==> config.mk <==
export PLATFORM = sky130hd
export DESIGN_NAME = calc_seq_engine
export DESIGN_NICKNAME = d
export VERILOG_FILES = /design/src/rtl/calc_pkg.sv /design/src/rtl/bin2bcd_seq.sv /design/src/rtl/calc_seq_engine.sv
export SDC_FILE = /design/constraint.sdc
export NUM_CORES = 1
export LEC_CHECK = 0
export CORE_MARGIN = 4
export CORE_UTILIZATION = 45
export DETAILED_ROUTE_END_ITERATION = 7
export MAX_ROUTING_LAYER = met4
export PLACE_DENSITY = 0.74
export SLEW_MARGIN = 10
export SYNTH_ARGS = -nofsm -noshare
export SYNTH_HDL_FRONTEND = slang
export SYNTH_SLANG_ARGS = --single-unit
==> constraint.sdc <==
create_clock -name clk -period 4.1 [get_ports clk]
set_input_delay 0.82 -clock clk [delete_from_list [all_inputs] [get_ports clk]]
set_output_delay 0.82 -clock clk [all_outputs]
set_load 0.1 [all_outputs]
==> src/rtl/calc_pkg.sv <==
// calc_pkg: shared FSM state type, one-hot op encodings and operand width helper
// for calc_seq_engine.
package calc_pkg;

  typedef enum logic [2:0] {
    ST_IDLE,
    ST_BIN,
    ST_EXEC,
    ST_CONV,
    ST_SHOW
  } state_e;

  localparam logic [3:0] OP_ADD = 4'b0001;
  localparam logic [3:0] OP_MUL = 4'b0010;
  localparam logic [3:0] OP_DIV = 4'b0100;
  localparam logic [3:0] OP_SUB = 4'b1000;

  // Bits needed to hold 10^digits - 1.
  function automatic int unsigned opw_bits(input int unsigned digits);
    int unsigned lim;
    int unsigned bits;
    lim = 1;
    for (int unsigned i = 0; i < digits; i++) lim = lim * 10;
    lim  = lim - 1;
    bits = 0;
    while (lim != 0) begin
      bits++;
      lim = lim >> 1;
    end
    return bits;
  endfunction

endpackage

==> src/rtl/bin2bcd_seq.sv <==
// bin2bcd_seq: iterative double-dabble, one bit per cycle, BIN_W cycles after start_i.
// done_o marks the final step; bcd_o carries the stepped value, valid alongside done_o.
module bin2bcd_seq #(
  parameter int unsigned BIN_W  = 14,
  parameter int unsigned DIGITS = 4
) (
  input  logic                  clk_i,
  input  logic                  rst_ni,
  input  logic                  start_i,
  input  logic [BIN_W-1:0]      bin_i,
  output logic                  done_o,
  output logic [4*DIGITS-1:0]   bcd_o
);

  localparam int unsigned CNT_W = $clog2(BIN_W + 1);

  logic [BIN_W-1:0]    sh_q, sh_d;
  logic [4*DIGITS-1:0] bcd_q, bcd_d, adj;
  logic [CNT_W-1:0]    cnt_q, cnt_d;

  always_comb begin
    adj = bcd_q;
    for (int unsigned i = 0; i < DIGITS; i++) begin
      if (bcd_q[4*i +: 4] >= 4'd5) adj[4*i +: 4] = bcd_q[4*i +: 4] + 4'd3;
    end
    sh_d  = sh_q;
    bcd_d = bcd_q;
    cnt_d = cnt_q;
    if (start_i) begin
      sh_d  = bin_i;
      bcd_d = '0;
      cnt_d = CNT_W'(BIN_W);
    end else if (cnt_q != '0) begin
      {bcd_d, sh_d} = {adj, sh_q} << 1;
      cnt_d         = cnt_q - 1'b1;
    end
  end

  always_ff @(posedge clk_i or negedge rst_ni) begin
    if (!rst_ni) begin
      sh_q  <= '0;
      bcd_q <= '0;
      cnt_q <= '0;
    end else begin
      sh_q  <= sh_d;
      bcd_q <= bcd_d;
      cnt_q <= cnt_d;
    end
  end

  assign done_o = !start_i && (cnt_q == CNT_W'(1));
  assign bcd_o  = bcd_d;

endmodule

==> src/rtl/calc_seq_engine.sv <==
// calc_seq_engine: BCD digit-entry calculator with sequential BIN/EXEC/CONV datapath.
// Divider built only when CALC_DIV_EN is defined; otherwise divide is rejected as an illegal op.
module calc_seq_engine
  import calc_pkg::*;
#(
  parameter int unsigned OPD_DIGITS = 2
) (
  input  logic                    clk,
  input  logic                    rstn,
  input  logic                    tick,
  input  logic [2*OPD_DIGITS-1:0] inc,
  input  logic [3:0]              op,
  input  logic                    start,
  input  logic                    original,
  output logic [8*OPD_DIGITS-1:0] disp_bcd,
  output logic                    neg,
  output logic                    busy,
  output logic                    done,
  output logic                    err
);

  localparam int unsigned OPW         = opw_bits(OPD_DIGITS);
  localparam int unsigned RES_W       = 2 * OPW;
  localparam int unsigned DISP_DIGITS = 2 * OPD_DIGITS;
  localparam int unsigned DISP_W      = 4 * DISP_DIGITS;
  localparam int unsigned CNT_W       = $clog2(OPW + 1);

  state_e                 state_q, state_d;
  logic [DISP_W-1:0]      digs_q, digs_d, res_q, res_d, conv_bcd;
  logic [DISP_DIGITS-1:0] hist_q, hist_d, inc_rise;
  logic [3:0]             op_q, op_d, a_dig, b_dig;
  logic [OPW-1:0]         a_q, a_d, b_q, b_d;
  logic [RES_W-1:0]       acc_q, acc_d;
  logic [CNT_W-1:0]       cnt_q, cnt_d;
  logic                   neg_q, neg_d, negp_q, negp_d, err_q, err_d, done_q, done_d;
  logic                   start_ok, op_legal, exec_last, mul_bit, conv_start, conv_done;
`ifdef CALC_DIV_EN
  logic [OPW-1:0]         rem_q, rem_d;
  logic [OPW:0]           rem_sh;
  logic                   a_bit;

  assign a_bit  = |(a_q & (OPW'(1) << (CNT_W'(OPW - 1) - cnt_q)));
  assign rem_sh = {rem_q, a_bit};
  assign op_legal = (op == OP_ADD) || (op == OP_MUL) || (op == OP_SUB) || (op == OP_DIV);
`else
  assign op_legal = (op == OP_ADD) || (op == OP_MUL) || (op == OP_SUB);
`endif

  assign busy     = (state_q == ST_BIN) || (state_q == ST_EXEC) || (state_q == ST_CONV);
  assign start_ok = start && ((state_q == ST_IDLE) || (state_q == ST_SHOW));
  assign mul_bit  = |(b_q & (OPW'(1) << cnt_q));

  // History follows inc on every tick, even while busy, so held presses are not replayed later.
  always_comb begin
    hist_d   = tick ? inc : hist_q;
    inc_rise = tick ? (inc & ~hist_q) : '0;
    digs_d   = digs_q;
    if (!busy) begin
      for (int unsigned i = 0; i < DISP_DIGITS; i++) begin
        if (inc_rise[i])
          digs_d[4*i +: 4] = (digs_q[4*i +: 4] == 4'd9) ? 4'd0 : digs_q[4*i +: 4] + 4'd1;
      end
    end
  end

  always_comb begin
    a_dig = '0;
    b_dig = '0;
    for (int unsigned i = 0; i < OPD_DIGITS; i++) begin
      if (cnt_q == CNT_W'(OPD_DIGITS - 1 - i)) begin
        a_dig = digs_q[4*i +: 4];
        b_dig = digs_q[4*(OPD_DIGITS + i) +: 4];
      end
    end
  end

  always_comb begin
    state_d    = state_q;
    op_d       = op_q;
    a_d        = a_q;
    b_d        = b_q;
    acc_d      = acc_q;
    cnt_d      = cnt_q;
    res_d      = res_q;
    neg_d      = neg_q;
    negp_d     = negp_q;
    err_d      = err_q;
    done_d     = 1'b0;
    exec_last  = 1'b0;
    conv_start = 1'b0;
`ifdef CALC_DIV_EN
    rem_d      = rem_q;
`endif
    case (state_q)
      ST_IDLE, ST_SHOW: begin
        if (start_ok) begin
          op_d   = op;
          a_d    = '0;
          b_d    = '0;
          acc_d  = '0;
          cnt_d  = '0;
          neg_d  = 1'b0;
          negp_d = 1'b0;
          err_d  = 1'b0;
`ifdef CALC_DIV_EN
          rem_d  = '0;
`endif
          if (op_legal) begin
            state_d = ST_BIN;
          end else begin
            err_d   = 1'b1;
            res_d   = '0;
            done_d  = 1'b1;
            state_d = ST_SHOW;
          end
        end else if ((state_q == ST_SHOW) && (|inc_rise)) begin
          state_d = ST_IDLE;
          res_d   = '0;
          neg_d   = 1'b0;
        end
      end
      ST_BIN: begin
        a_d   = a_q * OPW'(10) + OPW'(a_dig);
        b_d   = b_q * OPW'(10) + OPW'(b_dig);
        cnt_d = cnt_q + 1'b1;
        if (cnt_q == CNT_W'(OPD_DIGITS - 1)) begin
          cnt_d   = '0;
          state_d = ST_EXEC;
        end
      end
      ST_EXEC: begin
        exec_last = 1'b1;
        case (op_q)
          OP_ADD: acc_d = RES_W'(a_q) + RES_W'(b_q);
          OP_SUB: begin
            if (a_q < b_q) begin
              acc_d  = RES_W'(b_q) - RES_W'(a_q);
              negp_d = 1'b1;
            end else begin
              acc_d  = RES_W'(a_q) - RES_W'(b_q);
            end
          end
          OP_MUL: begin
            if (mul_bit) acc_d = acc_q + (RES_W'(a_q) << cnt_q);
            exec_last = (cnt_q == CNT_W'(OPW - 1));
          end
`ifdef CALC_DIV_EN
          // Restoring divide: quotient bits shift into acc from the LSB, MSB of A first.
          OP_DIV: begin
            if (b_q == '0) begin
              err_d = 1'b1;
              acc_d = '0;
            end else begin
              acc_d = {acc_q[RES_W-2:0], 1'b0};
              rem_d = rem_sh[OPW-1:0];
              if (rem_sh >= {1'b0, b_q}) begin
                rem_d    = OPW'(rem_sh - {1'b0, b_q});
                acc_d[0] = 1'b1;
              end
              exec_last = (cnt_q == CNT_W'(OPW - 1));
            end
          end
`endif
          default: acc_d = '0;
        endcase
        cnt_d = cnt_q + 1'b1;
        if (exec_last) begin
          cnt_d      = '0;
          conv_start = 1'b1;
          state_d    = ST_CONV;
        end
      end
      ST_CONV: begin
        if (conv_done) begin
          res_d   = conv_bcd;
          neg_d   = negp_q;
          done_d  = 1'b1;
          state_d = ST_SHOW;
        end
      end
      default: state_d = ST_IDLE;
    endcase
  end

  bin2bcd_seq #(
    .BIN_W (RES_W),
    .DIGITS(DISP_DIGITS)
  ) u_conv (
    .clk_i  (clk),
    .rst_ni (rstn),
    .start_i(conv_start),
    .bin_i  (acc_d),
    .done_o (conv_done),
    .bcd_o  (conv_bcd)
  );

  always_ff @(posedge clk or negedge rstn) begin
    if (!rstn) begin
      state_q <= ST_IDLE;
      digs_q  <= '0;
      hist_q  <= '0;
      res_q   <= '0;
      op_q    <= '0;
      a_q     <= '0;
      b_q     <= '0;
      acc_q   <= '0;
      cnt_q   <= '0;
      neg_q   <= 1'b0;
      negp_q  <= 1'b0;
      err_q   <= 1'b0;
      done_q  <= 1'b0;
`ifdef CALC_DIV_EN
      rem_q   <= '0;
`endif
    end else begin
      state_q <= state_d;
      digs_q  <= digs_d;
      hist_q  <= hist_d;
      res_q   <= res_d;
      op_q    <= op_d;
      a_q     <= a_d;
      b_q     <= b_d;
      acc_q   <= acc_d;
      cnt_q   <= cnt_d;
      neg_q   <= neg_d;
      negp_q  <= negp_d;
      err_q   <= err_d;
      done_q  <= done_d;
`ifdef CALC_DIV_EN
      rem_q   <= rem_d;
`endif
    end
  end

  assign disp_bcd = ((state_q == ST_SHOW) && !original) ? res_q : digs_q;
  assign neg      = neg_q & ~original;
  assign done     = done_q;
  assign err      = err_q;

endmodule
==> impl_results.md <==
* Die area at approximately 0.020 mm^2
* Top-area cell type share of the netlist area at 0.347
* Via count at about 6800
* CP max stage delay at approximately 700 ps
* Vias per Instance at ~5.8
* Int Power at roughly 3.5 mW
* Setup Fix Bufs, Post-CTS at 0
* Fillers at approximately 1600
* RSZ-0062 raised after global routing: no
* Starting Density at 0.462
* Clk sinks at 112
* DIE WIDTH at approximately 140 um
* Total Wirelength at roughly 20000 um
* Critical Path Source: cnt_q[1]$_DFFE_PN0P_
* Crit path cell chain: mux2i_1 -> nor2_1 -> a31oi_1 -> nor2_1 -> ha_1 -> o21ai_0 -> o21ai_1 -> a21oi_1 -> o311ai_1 -> xnor2_1 -> a221oi_1 -> o22ai_1
* Leak at about 4 nW
* Max Clock Freq at around 0.3 GHz
* Power Dens Cells at between 800 and 900 mW/mm^2
* Max clock buf depth at 2
* Layout Cells excl Fill at 1159
* Final Hold Viols at 0
* Data arrival time of the worst path at 3620 ps
* Synthesized flop and latch total at around 110
* Synth area leaders: dfrtp_1 35%, ha_1 9.8%, nand2_1 5.5%
* Layout cells sized above 1 at 0.0910
* Crit-path slowest cell: dfrtp_1
* CP startpoint kind: flop
* Syn-to-layout area delta at 9.68%
* Row Count at 48
* DR DRC count at 0
* First DRT Iteration DRCs at about 520
* Top FF cell, synth: dfrtp_1
* Clk pin slew, worst setup/hold paths at 90 ps
* Sw Ratio at 0.525
* Placed Instances at about 1100
* Slew of the pin with the lowest slew margin at 984 ps
* Simple-Gate Fraction of Synth Area at 0.176
* Post-Syn Nets at roughly 1000
* Worst path bufs/invs at 0
* Fin crit share at 0.827
* Hold Crit Class: flop to flop
* Avg Inst Size Synth at about 9 um^2
* TritonCTS buffer count at 9
* Vias in the first global route at about 6400
* Grt ovf at 0
* Post-route setup TNS at 0 ps
* Adder-cell share of the synthesized area at 0.117
* Gate power share at 0.618
* Synth Area in Compound Gates at 0.199
* Worst setup path category: flop to flop
* First-pass GRT wire length at 33200 um
* Overall Global Routing Usage at 0.211
* Worst-case clock skew at roughly 13 ps
* Largest net degree at the start of global routing at a little under 60
* Top delay family on crit path: compound AO/OA/AOI/OAI gates
* Top cell by count, worst path: nor2_1
* Final nets at between 1000 and 1500
* Worst hold start: res_q[12]$_DFFE_PN0P_
* Pre-CTS setup slack at about 810 ps
* CTS tree: done
* Fin util at 0.507
* Required time of the critical path at 4330 ps
* Wirelength per Cell at ~17 um
* Synth async-reset ratio at 1.00
* Clk Latency, worst-skew pair at approximately 370 ps
* CTS Root Cell: clkbuf_16
* Mux cell area share after synthesis at 0.0647
* Largest family of logic cells by synthesized area: compound AO/OA/AOI/OAI gates
* Sequential share of the synthesized area at 0.347
* P_sw at between 3 and 4 mW
* Most common cell after layout, fill and taps aside: nand2_1
* Post-Synth XOR/XNOR Area at 0.0488
* Cts-stage hold buffer count at 0
* Max Cap Viol at 0
* Core ar. at 0.0175 mm^2
* Post-cts sizing count at 0
* Distinct cell type count after synthesis at 75
* Share of power burned in registers at 0.261
* Final Max Slew Viols at 0
* ANT nets after route at 0
* Peak supply drop at slightly above 1000 uV
* GPL Wtd Cong at roughly 0.94
* Setup Viol. Count Final at 0
* Post-synth EDFFs at 0
* # port buffers at 32
* Critical-path maximum fanout at 17
* # diodes at 0
* Io pins at 33
* Initial antenna violation count at 0
* Pre-Repair DR Iteration Count at 7
* Reg2reg start: cnt_q[1]$_DFFE_PN0P_
* Syn Inst Count at 914
* Crit. End Element: flop
* Synthesized area at roughly 0.008 mm^2
* Status: complete, no violations
* Die height at around 140 um
* Most frequent cells in the layout: 118 x nand2_1, 112 x dfrtp_1, 70 x o21ai_0, 63 x ha_1, 61 x nor2_1
* YS warnings at 0
* Hpwl dp at around 15000 um
* Clock power frac at 0.121
* Htree depth at 3
* Slew HR at 0.342
* Final WS setup at ~700 ps
* Tmin final at 3390 ps
* Synth area leader: dfrtp_1
-- registers in the layout, indices dropped and copies added, names as in the netlist, 7 cells and up --
| register | cells |
|---|---|
| digs_q | 16 |
| res_q | 16 |
| u_conv.bcd_q | 16 |
| acc_q | 14 |
| u_conv.sh_q | 14 |
| a_q | 7 |
| b_q | 7 |
-- per-stage QoR --
stage          hold slack, ps  instance area [um^2]  total power [mW]
2_1_floorplan             443                  8080              5.51
3_3_place_gp              457                  8560              6.47
3_5_place_dp              464                  8560              6.53
4_1_cts                   484                  8860              7.45
5_1_grt                   504                  8860              8.02
6_report                  481                  8860              7.46
-- final timing paths --
path | endpoint | slack (ps) | depth (start not counted)
worst max-delay path | u_conv.sh_q[13]$_DFFE_PN0P_ | 710 | 12
worst min-delay path | res_q[12]$_DFFE_PN0P_ | 480 | 1
worst max register to register | u_conv.sh_q[13]$_DFFE_PN0P_ | 710 | 12
worst min register to register | res_q[12]$_DFFE_PN0P_ | 480 | 1
max in group asynchronous | u_conv.sh_q[3]$_DFFE_PN0P_ | 2800 | 2
min in group asynchronous | res_q[5]$_DFFE_PN0P_ | 520 | 1
-- cell usage after synthesis (all sizes together) (13+ instances only) --
master  instances
a21oi          52
inv            58
buf            13
clkbuf         24
o22ai          13
o21ai          80
a211oi         15
nand3          24
mux2           26
dfrtp         112
nor2           61
xnor2          33
ha             63
nand2         119
a21o           14
nor2b          15
mux2i          23
-- cells by family after synthesis --
group	Yosys count
xor gates and xnor gates	45
and+or+nand+nor	292
DFF	112
AOI/OAI and AO/OA	250
adders and majority gates	71
muxes	49
buffers and inverters	95
-- cell type report --
cell class,count,area (um^2),share of cell area
Multi-Input combinational cell,707,4910,0.554
Tap cell,225,282,0.0318
Clock buffer,9,225,0.0254
Sequential cell,112,2800,0.316
Timing Repair Buffer,41,353,0.0398
Inverter,58,218,0.0246
Clock inverter,7,77.6,0.00875
-- worst reg2reg max path: cells and delay by family, from the launching register on --
kind / cells / cell delay (ps)
XOR/XNOR: 1 / 170
multiplexers: 1 / 310
AO/OA/AOI/OAI: 7 / 1570
adder cells (fa/ha/maj): 1 / 360
flip-flops: 1 / 710
AND/OR/NAND/NOR: 2 / 150
-- power groups by stage --
stage | Combinational [mW] | Sequential (mW) | Clock [mW]
global route | 5.05 | 2.01 | 0.961
CTS | 4.59 | 1.94 | 0.921
finish | 4.62 | 1.95 | 0.902
detailed placement | 4.56 | 1.97 | 0
floorplan | 3.68 | 1.82 | 0
global placement | 4.52 | 1.95 | 0
-- routing by layer --
metal / wire length [um] / vias to the layer above / GRT usage / share of wire
met5: 0 / - / - / 0
met4: 436 / 0 / 0.0540 / 0.022
met3: 1170 / 33 / 0.0474 / 0.058
met2: 9440 / 211 / 0.326 / 0.47
met1: 9200 / 3255 / 0.283 / 0.45
li1: - / 3278 / - / -
Note: power is estimated with default switching activity, not from simulation.
